[src/rtl/writeback_stage.sv]
// Write-back stage of the RV32I pipeline. It holds the M/W register, extracts load data and drives the
// register-file write port. It also keeps a retired-instruction counter.
module writeback_stage #(
  parameter int WIDTH     = 32,
  parameter int CNT_WIDTH = 64
) (
  input  logic                 clk,
  input  logic                 rst,
  input  logic                 en_W,
  input  logic                 flush_W,
  input  logic                 valid_M,
  input  logic                 regWrite_M,
  input  logic [1:0]           resultSrc_M,
  input  logic [4:0]           Rd_M,
  input  logic [WIDTH-1:0]     ALUresult_M,
  input  logic [WIDTH-1:0]     readData_M,
  input  logic [WIDTH-1:0]     PCPlus4_M,
  input  logic [2:0]           DMem_size_M,
  output logic                 regWrite_W,
  output logic [4:0]           Rd_W,
  output logic [WIDTH-1:0]     result_W,
  output logic                 valid_W,
  output logic [CNT_WIDTH-1:0] retired
);

  logic                 valid_p0;
  logic                 reg_write_p0;
  logic [1:0]           result_src_p0;
  logic [4:0]           rd_p0;
  logic [WIDTH-1:0]     alu_result_p0;
  logic [WIDTH-1:0]     read_data_p0;
  logic [WIDTH-1:0]     pc_plus4_p0;
  logic [2:0]           dmem_size_p0;
  logic [CNT_WIDTH-1:0] retired_q;
  logic [WIDTH-1:0]     load_data;
  logic [WIDTH-1:0]     result_mux;

  function automatic logic [WIDTH-1:0] load_extract(
    input logic [WIDTH-1:0] word,
    input logic [2:0]       size,
    input logic [1:0]       off
  );
    logic signed [7:0]  byte_s;
    logic signed [15:0] half_s;
    logic [WIDTH-1:0]   res;
    byte_s = word[{off, 3'b000} +: 8];
    half_s = word[{off[1], 4'b0000} +: 16];
    case (size)
      3'b000:  res = {{(WIDTH-8){byte_s[7]}}, byte_s};
      3'b100:  res = {{(WIDTH-8){1'b0}}, byte_s};
      3'b001:  res = {{(WIDTH-16){half_s[15]}}, half_s};
      3'b101:  res = {{(WIDTH-16){1'b0}}, half_s};
      default: res = word;
    endcase
    return res;
  endfunction

  // M -> W register: flush beats stall, reset clears everything
  always_ff @(posedge clk or negedge rst) begin
    if (!rst) begin
      valid_p0      <= 1'b0;
      reg_write_p0  <= 1'b0;
      result_src_p0 <= 2'b00;
      rd_p0         <= 5'd0;
      alu_result_p0 <= '0;
      read_data_p0  <= '0;
      pc_plus4_p0   <= '0;
      dmem_size_p0  <= 3'b000;
    end else if (flush_W) begin
      valid_p0      <= 1'b0;
      reg_write_p0  <= 1'b0;
      result_src_p0 <= 2'b00;
      rd_p0         <= 5'd0;
      alu_result_p0 <= '0;
      read_data_p0  <= '0;
      pc_plus4_p0   <= '0;
      dmem_size_p0  <= 3'b000;
    end else if (en_W) begin
      valid_p0      <= valid_M;
      reg_write_p0  <= regWrite_M;
      result_src_p0 <= resultSrc_M;
      rd_p0         <= Rd_M;
      alu_result_p0 <= ALUresult_M;
      read_data_p0  <= readData_M;
      pc_plus4_p0   <= PCPlus4_M;
      dmem_size_p0  <= DMem_size_M;
    end
  end

  always_ff @(posedge clk or negedge rst) begin
    if (!rst) begin
      retired_q <= '0;
    end else if (!flush_W && en_W && valid_M) begin
      retired_q <= retired_q + CNT_WIDTH'(1);
    end
  end

  // W stage: combinational extraction and result select from the register
  always_comb begin
    load_data = load_extract(read_data_p0, dmem_size_p0, alu_result_p0[1:0]);
    case (result_src_p0)
      2'b01:   result_mux = load_data;
      2'b10:   result_mux = pc_plus4_p0;
      default: result_mux = alu_result_p0;
    endcase
  end

  assign regWrite_W = reg_write_p0 & valid_p0 & (rd_p0 != 5'd0);
  assign Rd_W       = rd_p0;
  assign result_W   = result_mux;
  assign valid_W    = valid_p0;
  assign retired    = retired_q;

endmodule

[config.mk]
export PLATFORM = sky130hd
export DESIGN_NAME = writeback_stage
export DESIGN_NICKNAME = d
export VERILOG_FILES = /design/src/rtl/writeback_stage.sv
export SDC_FILE = /design/constraint.sdc
export NUM_CORES = 1
export LEC_CHECK = 0
export BUFFER_PORTS_ARGS = -buffer_cell sky130_fd_sc_hd__buf_2
export CAP_MARGIN = 5
export CORE_MARGIN = 2
export CORE_UTILIZATION = 55
export CTS_CLUSTER_SIZE = 10
export DETAILED_ROUTE_END_ITERATION = 6
export GPL_ROUTABILITY_DRIVEN = 0
export PLACE_DENSITY = 0.89
export SYNTH_ARGS = -nofsm -noshare
export SYNTH_HDL_FRONTEND = slang
export SYNTH_SLANG_ARGS = --single-unit
[constraint.sdc]
create_clock -name clk -period 4.89 [get_ports clk]
set_clock_uncertainty 0.05 [all_clocks]
set_input_delay 0.978 -clock clk [delete_from_list [all_inputs] [get_ports clk]]
set_output_delay 0.978 -clock clk [all_outputs]
set_load 0.01 [all_outputs]
==> results.json, run 1 <==
{
  "status": "finished clean",
  "io_pins": 215,
  "cp_max_fo": 23,
  "grt_overflow": 0,
  "synth-edff-count": 0,
  "cts.sinks": 172,
  "grt_setup_unrepaired": "false",
  "crit_type": "flop to primary output",
  "ys.flop_type": "dfrtp_1",
  "globalRouteTotalUtil": 0.2817,
  "drt-total-wl_um": 22870,
  "rr_worst_depth": 6,
  "cts_made_buffers": 17,
  "drcViolationCount": 0,
  "ys_seq_area_frac": 0.5090,
  "die-height_um": 128.0,
  "grt_pass1_wl_um": 35760,
  "synthesis.area_um2": 8456,
  "slew_headroom": 0.4070,
  "die_area_um2": 16380,
  "fmaxAchievable_mhz": 260.6,
  "arrival_ns": 2.81,
  "fillers": 1166,
  "initialDrtViolationCount": 516,
  "stdcell_count": 1216,
  "syn-instance-count": 816,
  "dp_slack_ns": 1.547,
  "synth.net_count": 931,
  "htree_num_levels": 4,
  "clock_latency_ns": 0.43,
  "ant_nets": 0,
  "critPathCaptureType": "primary output",
  "synth_area_leaders": "dfrtp_1 (51%), mux2i_1 (14%), nor2_1 (6.6%)",
  "grt_max_degree": 88,
  "startpoint_type": "flop",
  "worst_pin_slew_ns": 0.8896,
  "fin_crit_sh": 0.7847,
  "avgSynthCellArea_um2": 10.36,
  "cts_max_path_buffers": 2,
  "slowest_stage": "dfrtp_1",
  "synthToLayoutAreaGrowth_pct": 21.31,
  "routedWlPerCell_um": 18.81,
  "holdBufCountCts": 0,
  "cts.reportedPaths.clkPinSlew_ns": 0.07,
  "drv_slew": 0,
  "avgViaCountPerCell": 5.862,
  "core_area_um2": 15090,
  "p_leak_uw": 0.005297,
  "hp-class": "flop to flop",
  "ys_types": 50,
  "tns_ns": 0,
  "power_density_nw_per_um2": 324.7,
  "drive_gt1_frac": 0.2605,
  "antenna_found_initial": 4,
  "synth_top_area_frac": 0.5090,
  "synth-async-reset-ratio": 1.000,
  "dp_cells": 1182,
  "required_ns": 3.86,
  "dp_hpwl_um": 16230,
  "setup_ws_ns": 1.053,
  "hold_viol_final": 0,
  "post_cts_buffers": 0,
  "rows": 45,
  "grt_pass1_vias": 6801,
  "worstPathCellList": "mux4_2, nand2_1, nand2_1, o221ai_1, o211ai_1, buf_2",
  "die_w_um": 128.0,
  "finalCriticalPeriod_ns": 3.837,
  "ys_warn_count": 0,
  "cap_violations": 0,
  "whs_ns": 0.4442,
  "nets": 1128,
  "path_common_cell": "nand2_1",
  "total_power_uw": 3330,
  "min_delay_path_depth": 1,
  "ctsResizeCount": 0,
  "synth_top_cell_by_area": "dfrtp_1",
  "vias": 7128,
  "portBuffers": 214,
  "root_buffer": "clkbuf_16",
  "cts_tree": "built",
  "dr.pass1.iters": 7,
  "start_util": 0.5604,
  "setup-violations-final": 0,
  "slowest_delay_ns": 0.93,
  "ys_ff_latch": 172,
  "irDropWorstVdd_mv": 0.2523
}
worst paths after layout:
| path | startpoint | to | slack (ns) |
|---|---|---|---|
| worst max register to register | retired[0] | retired[36] | 2.51 |
| worst min-delay path | retired[54] | retired[54] | 0.44 |
| min in group asynchronous | rst | read_data_p0[26] | 0.54 |
| worst max-delay path | alu_result_p0[1] | result_W[13] | 1.05 |
| worst min register to register | retired[54] | retired[54] | 0.44 |
| max in group asynchronous | rst | alu_result_p0[13] | 3.31 |
logic make-up after synthesis:
family / synth area share
buffers and inverters: 0.02663
DFF: 0.5090
and+or+nand+nor: 0.1787
xor gates and xnor gates: 0.06526
AOI/OAI and AO/OA: 0.07207
muxes: 0.1438
adders and majority gates: 0.004440
cells in the final DEF, fill, tap and decap left out, types with 19 or more instances in the layout:
cell       n
nand3_1   23
nand4_1   19
a21oi_1   25
xor2_1    32
mux2i_1  117
dfrtp_1  172
nor2_1   148
xnor2_1   31
buf_2    211
nand2_1   49
power by group:
group	switching [µW]	internal, µW
Sequential	74.4	1490
Clock	581	766
Combinational	238	180
Total	893	2440
worst max-delay path, delay by kind of cell (launching register included):
kind / cells / cell delay, ns
flops: 1 / 0.93
buf+inv: 1 / 0.16
compound gates: 2 / 0.40
mux: 1 / 0.59
simple gates: 2 / 0.29
cells in the mapped netlist, types with 9 or more instances:
| cell | number |
|---|---|
| a21oi_1 | 25 |
| a22oi_1 | 16 |
| and3_1 | 10 |
| buf_1 | 10 |
| clkbuf_1 | 25 |
| dfrtp_1 | 172 |
| inv_1 | 12 |
| mux2i_1 | 117 |
| nand2_1 | 49 |
| nand3_1 | 23 |
| nand4_1 | 19 |
| nor2_1 | 148 |
| nor2b_1 | 17 |
| nor3_1 | 9 |
| nor4_1 | 9 |
| o21ai_0 | 14 |
| xnor2_1 | 31 |
| xor2_1 | 32 |
per-stage QoR:
step / instance area, µm² / util
2_1_floorplan: 8456 / -
3_3_place_gp: 9666 / 0.6405
3_5_place_dp: 9666 / 0.6405
4_1_cts: 10250 / 0.6793
5_1_grt: 10250 / 0.6793
6_report: 10260 / 0.6798
metal layers:
layer,track usage,vias to the layer above,share of wire
met5,0,-,0.0012
met4,0.1086,4,0.029
met3,0.07846,55,0.085
met2,0.4429,345,0.47
met1,0.3743,3452,0.41
li1,-,3272,-
final cells by class:
type	instances	area, µm²	area share
diodes	3	7.507	0.0007319
clock buffers	18	439.2	0.04282
clock inverters	13	145.1	0.01415
inverters	13	48.80	0.004757
multi-input cells	588	3926	0.3828
flip-flops and latches	172	4304	0.4196
well taps	188	235.2	0.02293
repair buffers	221	1151	0.1122
flip-flops by register name, indices dropped and copies added (netlist names):
| name | flops |
|---|---|
| dmem_size_p0 | 3 |
| alu_result_p0 | 32 |
| retired | 64 |
| pc_plus4_p0 | 32 |
| read_data_p0 | 32 |
| Rd_W | 5 |
| result_src_p0 | 2 |
| reg_write_p0 | 1 |
| valid_W | 1 |
Power figures use the tool's default switching activity.
==> run 2, diff against run 1 <==
--- a/config.mk
+++ b/config.mk
@@ -5,14 +5,15 @@
 export SDC_FILE = /design/constraint.sdc
 export NUM_CORES = 1
 export LEC_CHECK = 0
+export ABC_AREA = 1
 export BUFFER_PORTS_ARGS = -buffer_cell sky130_fd_sc_hd__buf_2
 export CAP_MARGIN = 5
 export CORE_MARGIN = 2
-export CORE_UTILIZATION = 55
+export CORE_UTILIZATION = 49
 export CTS_CLUSTER_SIZE = 10
 export DETAILED_ROUTE_END_ITERATION = 6
 export GPL_ROUTABILITY_DRIVEN = 0
-export PLACE_DENSITY = 0.89
+export PLACE_DENSITY = 0.84
 export SYNTH_ARGS = -nofsm -noshare
 export SYNTH_HDL_FRONTEND = slang
 export SYNTH_SLANG_ARGS = --single-unit
==> constraint.sdc (replaced) <==
create_clock -name clk -period 3.25 [get_ports clk]
set_clock_uncertainty 0.05 [all_clocks]
set_input_delay 0.65 -clock clk [delete_from_list [all_inputs] [get_ports clk]]
set_output_delay 0.65 -clock clk [all_outputs]
set_load 0.01 [all_outputs]
==> results.json, run 2 <==
{
  "grt_pass1_vias": 8772,
  "cts_tree": "built",
  "fmaxAchievable_mhz": 334.6,
  "syn-instance-count": 1199,
  "start_util": 0.5006,
  "status": "finished clean",
  "grt_max_degree": 108,
  "fin_crit_sh": 0.9196,
  "crit_type": "flop to primary output",
  "ys.flop_type": "dfrtp_1",
  "globalRouteTotalUtil": 0.2892,
  "grt-busiest-layer": "met2",
  "slew_headroom": 0.5120,
  "core_area_um2": 18020,
  "drcViolationCount": 0,
  "final_cell_area_um2": 10930,
  "yosysMostFrequentCell": "nand2_1",
  "worstPathCellList": "buf_4, nand2_1, o21ai_0, nand2_1, o21ai_2, nand2_2, nand2_4, nand2_1, a21oi_1, buf_2",
  "synth_top_cell_by_area": "dfrtp_1",
  "die_w_um": 139.7,
  "ant_nets": 0,
  "synth_top_area_frac": 0.4770,
  "finalCriticalPeriod_ns": 2.989,
  "grt_util_met1": 0.3585,
  "drive_gt1_frac": 0.2034,
  "cts_made_buffers": 17,
  "r2r_slack_ns": 1.37,
  "cts.reportedPaths.clkPinSlew_ns": 0.07,
  "final_common_cell": "nand2_1",
  "hp-class": "primary input to asynchronous set/reset pin",
  "arrival_ns": 2.29,
  "clock_latency_ns": 0.42,
  "drv_slew": 0,
  "synth.net_count": 1314,
  "ys_ff_latch": 172,
  "initialDrtViolationCount": 674,
  "grt_use_met2": 0.4860,
  "required_ns": 2.55,
  "ctsResizeCount": 0,
  "cap_violations": 0,
  "grt.met3_usage": 0.07777,
  "fillers": 1634,
  "ys_warn_count": 0,
  "ys_seq_area_frac": 0.4770,
  "hold_viol_final": 0,
  "power_density_nw_per_um2": 466.3,
  "synthesis.area_um2": 9024,
  "rr_worst_depth": 9,
  "io_pins": 215,
  "holdBufCountCts": 0,
  "root_buffer": "clkbuf_16",
  "htree_num_levels": 4,
  "dpl-instance-area_um2": 10320,
  "irDropWorstVdd_mv": 0.3890,
  "avgViaCountPerCell": 5.540,
  "worst_pin_slew_ns": 0.7320,
  "startpoint_type": "flop",
  "rows": 49,
  "synth_area_leaders": "dfrtp_1 (48%), nand2_1 (15%), nand3_1 (6.0%)",
  "slowest_stage": "dfrtp_2",
  "cts.sinks": 172,
  "grt_setup_unrepaired": "false",
  "post_cts_buffers": 0,
  "grt_overflow": 0,
  "mostFrequentLayoutCells": "nand2_1 (358), buf_2 (213), dfrtp_1 (171)",
  "drt-total-wl_um": 28180,
  "setup-violations-final": 0,
  "synth-edff-count": 0,
  "dr.pass1.iters": 5,
  "setup_ws_ns": 0.2612,
  "nets": 1513,
  "portBuffers": 214,
  "r2r_end": "retired[60]",
  "avgSynthCellArea_um2": 7.526,
  "tns_ns": 0,
  "slowest_delay_ns": 0.50,
  "cp_max_fo": 16,
  "vias": 9114,
  "path_common_cell": "nand2_1",
  "synth_common_cells": "nand2_1 (358), dfrtp_1 (172), inv_1 (115), nand3_1 (108), nor2_1 (106)",
  "routedWlPerCell_um": 17.13,
  "grt_pass1_wl_um": 44910,
  "r2r_start": "retired[1]",
  "critPathCaptureType": "primary output",
  "cts_max_path_buffers": 2,
  "largest_register_ffs": 64,
  "die-height_um": 139.7,
  "ys_types": 33,
  "dp_slack_ns": 0.5666,
  "synthToLayoutAreaGrowth_pct": 21.16,
  "crit_family": "simple AND/OR/NAND/NOR gates",
  "critical_path_buf_inv_count": 2,
  "synth-async-reset-ratio": 1.000,
  "p_leak_uw": 0.005696,
  "antenna_found_initial": 9,
  "die_area_um2": 19520,
  "dp_hpwl_um": 20840
}
## run 2: cell count changes after synthesis, sizes merged, moves of 14 or more
cell	before	now
nand2	49	364
nor2	148	118
o21ai	14	58
nand3	24	110
xor2	32	18
a21oi	25	95
mux2i	117	0
nor2b	17	0
inv	12	120
## run 2: area by class of cell
type / instances / area (µm²) / area share
diodes: 5 / 12.51 / 0.001144
clock buffers: 18 / 429.2 / 0.03925
clock inverters: 14 / 160.2 / 0.01465
inverters: 120 / 450.4 / 0.04120
multi-input cells: 860 / 4089 / 0.3740
flip-flops and latches: 172 / 4305 / 0.3938
well taps: 229 / 286.5 / 0.02621
repair buffers: 227 / 1200 / 0.1098
## run 2: worst max-delay path by stage
stage | start | endpoint | slack (ns) | depth (start not counted)
6_report | alu_result_p0[1] | result_W[19] | 0.26 | 10
3_3_place_gp | alu_result_p0[1] | result_W[18] | 0.64 | 10
2_1_floorplan | result_src_p0[0] | result_W[15] | 0.98 | 6
5_1_grt | alu_result_p0[1] | result_W[26] | 0.06 | 8
4_1_cts | alu_result_p0[1] | result_W[23] | 0.09 | 10
3_5_place_dp | alu_result_p0[1] | result_W[23] | 0.57 | 10
## run 2: through the flow
step / hold slack (ns) / cells / utilization / power, µW
after CTS: 0.2304 / 1640 / 0.6055 / 5128
after global placement: 0.4437 / 1608 / 0.5728 / 3077
after global routing: 0.2455 / 1641 / 0.6060 / 5324
final: 0.1932 / 1645 / 0.6066 / 5098
after detailed placement: 0.4451 / 1608 / 0.5728 / 3086
after floorplan: 0.3044 / 1199 / - / 2738
## run 2: metal layers
layer | wire (µm) | up-vias
li1 | - | 4268
met2 | 13590 | 519
met5 | 41 | -
met4 | 1006 | 6
met3 | 2783 | 87
met1 | 10760 | 4234
## run 2: report_power, final
group	total, µW	switching (µW)	internal [µW]
registers	2330	84.8	2240
clock network	2040	894	1150
logic	728	474	253
total	5100	1450	3640
## run 2: logic make-up (layout without fill, tap and decap cells)
kind of cell / count (synthesis) / after routing / synth area share
other: 0 / 5 / 0
muxes: 1 / 1 / 0.001248
adders and majority gates: 3 / 3 / 0.004160
AOI/OAI and AO/OA: 176 / 176 / 0.1034
DFF: 172 / 172 / 0.4770
and+or+nand+nor: 636 / 636 / 0.3010
xor gates and xnor gates: 44 / 44 / 0.04271
buffers and inverters: 167 / 379 / 0.07044
==> run 3, diff against run 2 <==
--- a/config.mk
+++ b/config.mk
@@ -6,14 +6,14 @@
 export NUM_CORES = 1
 export LEC_CHECK = 0
 export ABC_AREA = 1
-export BUFFER_PORTS_ARGS = -buffer_cell sky130_fd_sc_hd__buf_2
+export BUFFER_PORTS_ARGS = -buffer_cell sky130_fd_sc_hd__buf_4
 export CAP_MARGIN = 5
 export CORE_MARGIN = 2
-export CORE_UTILIZATION = 49
+export CORE_UTILIZATION = 55
 export CTS_CLUSTER_SIZE = 10
 export DETAILED_ROUTE_END_ITERATION = 6
 export GPL_ROUTABILITY_DRIVEN = 0
-export PLACE_DENSITY = 0.84
+export PLACE_DENSITY = 0.81
 export SYNTH_ARGS = -nofsm -noshare
 export SYNTH_HDL_FRONTEND = slang
 export SYNTH_SLANG_ARGS = --single-unit
==> constraint.sdc (replaced) <==
create_clock -name clk -period 3.5 [get_ports clk]
set_clock_uncertainty 0.05 [all_clocks]
set_input_delay 0.7 -clock clk [delete_from_list [all_inputs] [get_ports clk]]
set_output_delay 0.7 -clock clk [all_outputs]
set_load 0.01 [all_outputs]
==> results.json, run 3 (synthesis gave the netlist of run 2 again) <==
{
  "drcViolationCount": 0,
  "grt_overflow": 0,
  "slowest_stage": "dfrtp_1",
  "grt_setup_unrepaired": "false",
  "fmaxAchievable_mhz": 319.7,
  "required_ns": 2.75,
  "vias": 9044,
  "clockPowerShare": 0.379,
  "tns_ns": 0,
  "grt_pass1_vias": 8651,
  "ctsResizeCount": 0,
  "p_sw_uw": 1268,
  "finalCriticalPeriod_ns": 3.128,
  "rows": 46,
  "avgViaCountPerCell": 5.569,
  "hold_viol_final": 0,
  "cap_violations": 0,
  "p_leak_uw": 0.005798,
  "crit_type": "flop to primary output",
  "drt-total-wl_um": 27360,
  "htree_num_levels": 4,
  "grt_pass1_wl_um": 43950,
  "ant_nets": 0,
  "slew_headroom": 0.5421,
  "die_w_um": 132.1,
  "cts_tree": "built",
  "worst_pin_slew_ns": 0.6868,
  "root_buffer": "clkbuf_16",
  "start_util": 0.5660,
  "startpoint_type": "flop",
  "cp_max_fo": 16,
  "hp-class": "primary input to asynchronous set/reset pin",
  "cts_max_path_buffers": 2,
  "setup-violations-final": 0,
  "dp_hpwl_um": 19820,
  "die_area_um2": 17450,
  "setup_ws_ns": 0.3724,
  "die-height_um": 132.1,
  "cts.reportedPaths.clkPinSlew_ns": 0.06,
  "antenna_found_initial": 0,
  "initialDrtViolationCount": 1018,
  "total_power_uw": 4682,
  "core_area_um2": 15940,
  "io_pins": 215,
  "globalRouteTotalUtil": 0.3172,
  "fin_crit_sh": 0.8936,
  "internal-power_uw": 3414,
  "slowest_delay_ns": 0.55,
  "dp_slack_ns": 0.8916,
  "portBuffers": 214,
  "final_common_cell": "nand2_1",
  "worstPathCellList": "nor2_1, inv_1, nor2_1, nand2_2, nand2_2, nand2_1, a21oi_1, buf_4",
  "holdBufCountCts": 0,
  "p_comb_frac": 0.159,
  "switching_share": 0.2709,
  "diodes": 0,
  "post_cts_buffers": 0,
  "drv_slew": 0,
  "arrival_ns": 2.38,
  "routedWlPerCell_um": 16.85,
  "power.share.sequential": 0.463,
  "status": "finished clean",
  "cts_made_buffers": 17,
  "drive_gt1_frac": 0.2010,
  "critPathCaptureType": "primary output",
  "cts.sinks": 172,
  "mostFrequentLayoutCells": "nand2_1 (358), buf_4 (225), dfrtp_1 (172)",
  "synthToLayoutAreaGrowth_pct": 26.00,
  "clock_latency_ns": 0.43,
  "largest_register_ffs": 64,
  "power_density_nw_per_um2": 411.8,
  "dr.pass1.iters": 6,
  "irDropWorstVdd_mv": 0.3853,
  "nets": 1513,
  "grt_max_degree": 81
}
[run 3: critical path, delay by kind of cell, from the launching register on]
family	cells	cell delay [ns]
simple gates	5	0.95
buf+inv	2	0.29
flops	1	0.55
compound gates	1	0.15
[run 3: per-layer routing]
metal	routed length [µm]	GRT usage	vias up	part of all wire
li1	-	-	4260	-
met1	11210	0.4234	4249	0.41
met2	12770	0.4945	458	0.47
met3	2248	0.06997	77	0.082
met4	1139	0.1516	0	0.042
met5	0	0	-	0
[run 3: final timing paths]
kind,start,endpoint,slack [ns],cells after the start
min reg2reg,pc_plus4_p0[13],pc_plus4_p0[13],0.46,2
max reg2reg,retired[0],retired[60],1.61,9
max,dmem_size_p0[1],result_W[27],0.37,8
max in group asynchronous,rst,retired[45],2.35,2
min,rst,alu_result_p0[2],0.21,1
min in group clk,Rd_M[0],Rd_W[0],0.41,3
[run 3: through the flow]
| stage | instance area, µm² | cells | hold WS [ns] | utilization |
|---|---|---|---|---|
| after detailed placement | 10830 | 1595 | 0.4454 | 0.6793 |
| after floorplan | 9024 | 1199 | 0.3544 | - |
| after CTS | 11370 | 1624 | 0.2216 | 0.7132 |
| final | 11370 | 1624 | 0.2077 | 0.7132 |
| after global placement | 10830 | 1595 | 0.4435 | 0.6793 |
| after global routing | 11370 | 1624 | 0.2426 | 0.7132 |
[run 3: cell type report]
type	instances	area, µm²
multi-input combinational	860	4084
clock inverter	8	70.07
timing repair buffer	227	1720
sequential	172	4304
clock buffer	21	470.5
fill	1337	4573
tap	216	270.3
inverter	120	450.4
[run 3: power groups by stage]
stage                     Combinational, µW  Sequential (µW)  Clock [µW]
final                                   743             2170        1770
after floorplan                         353             2190           0
after global routing                    815             2180        1880
after global placement                  729             2200           0
after CTS                               740             2160        1800
after detailed placement                735             2200           0
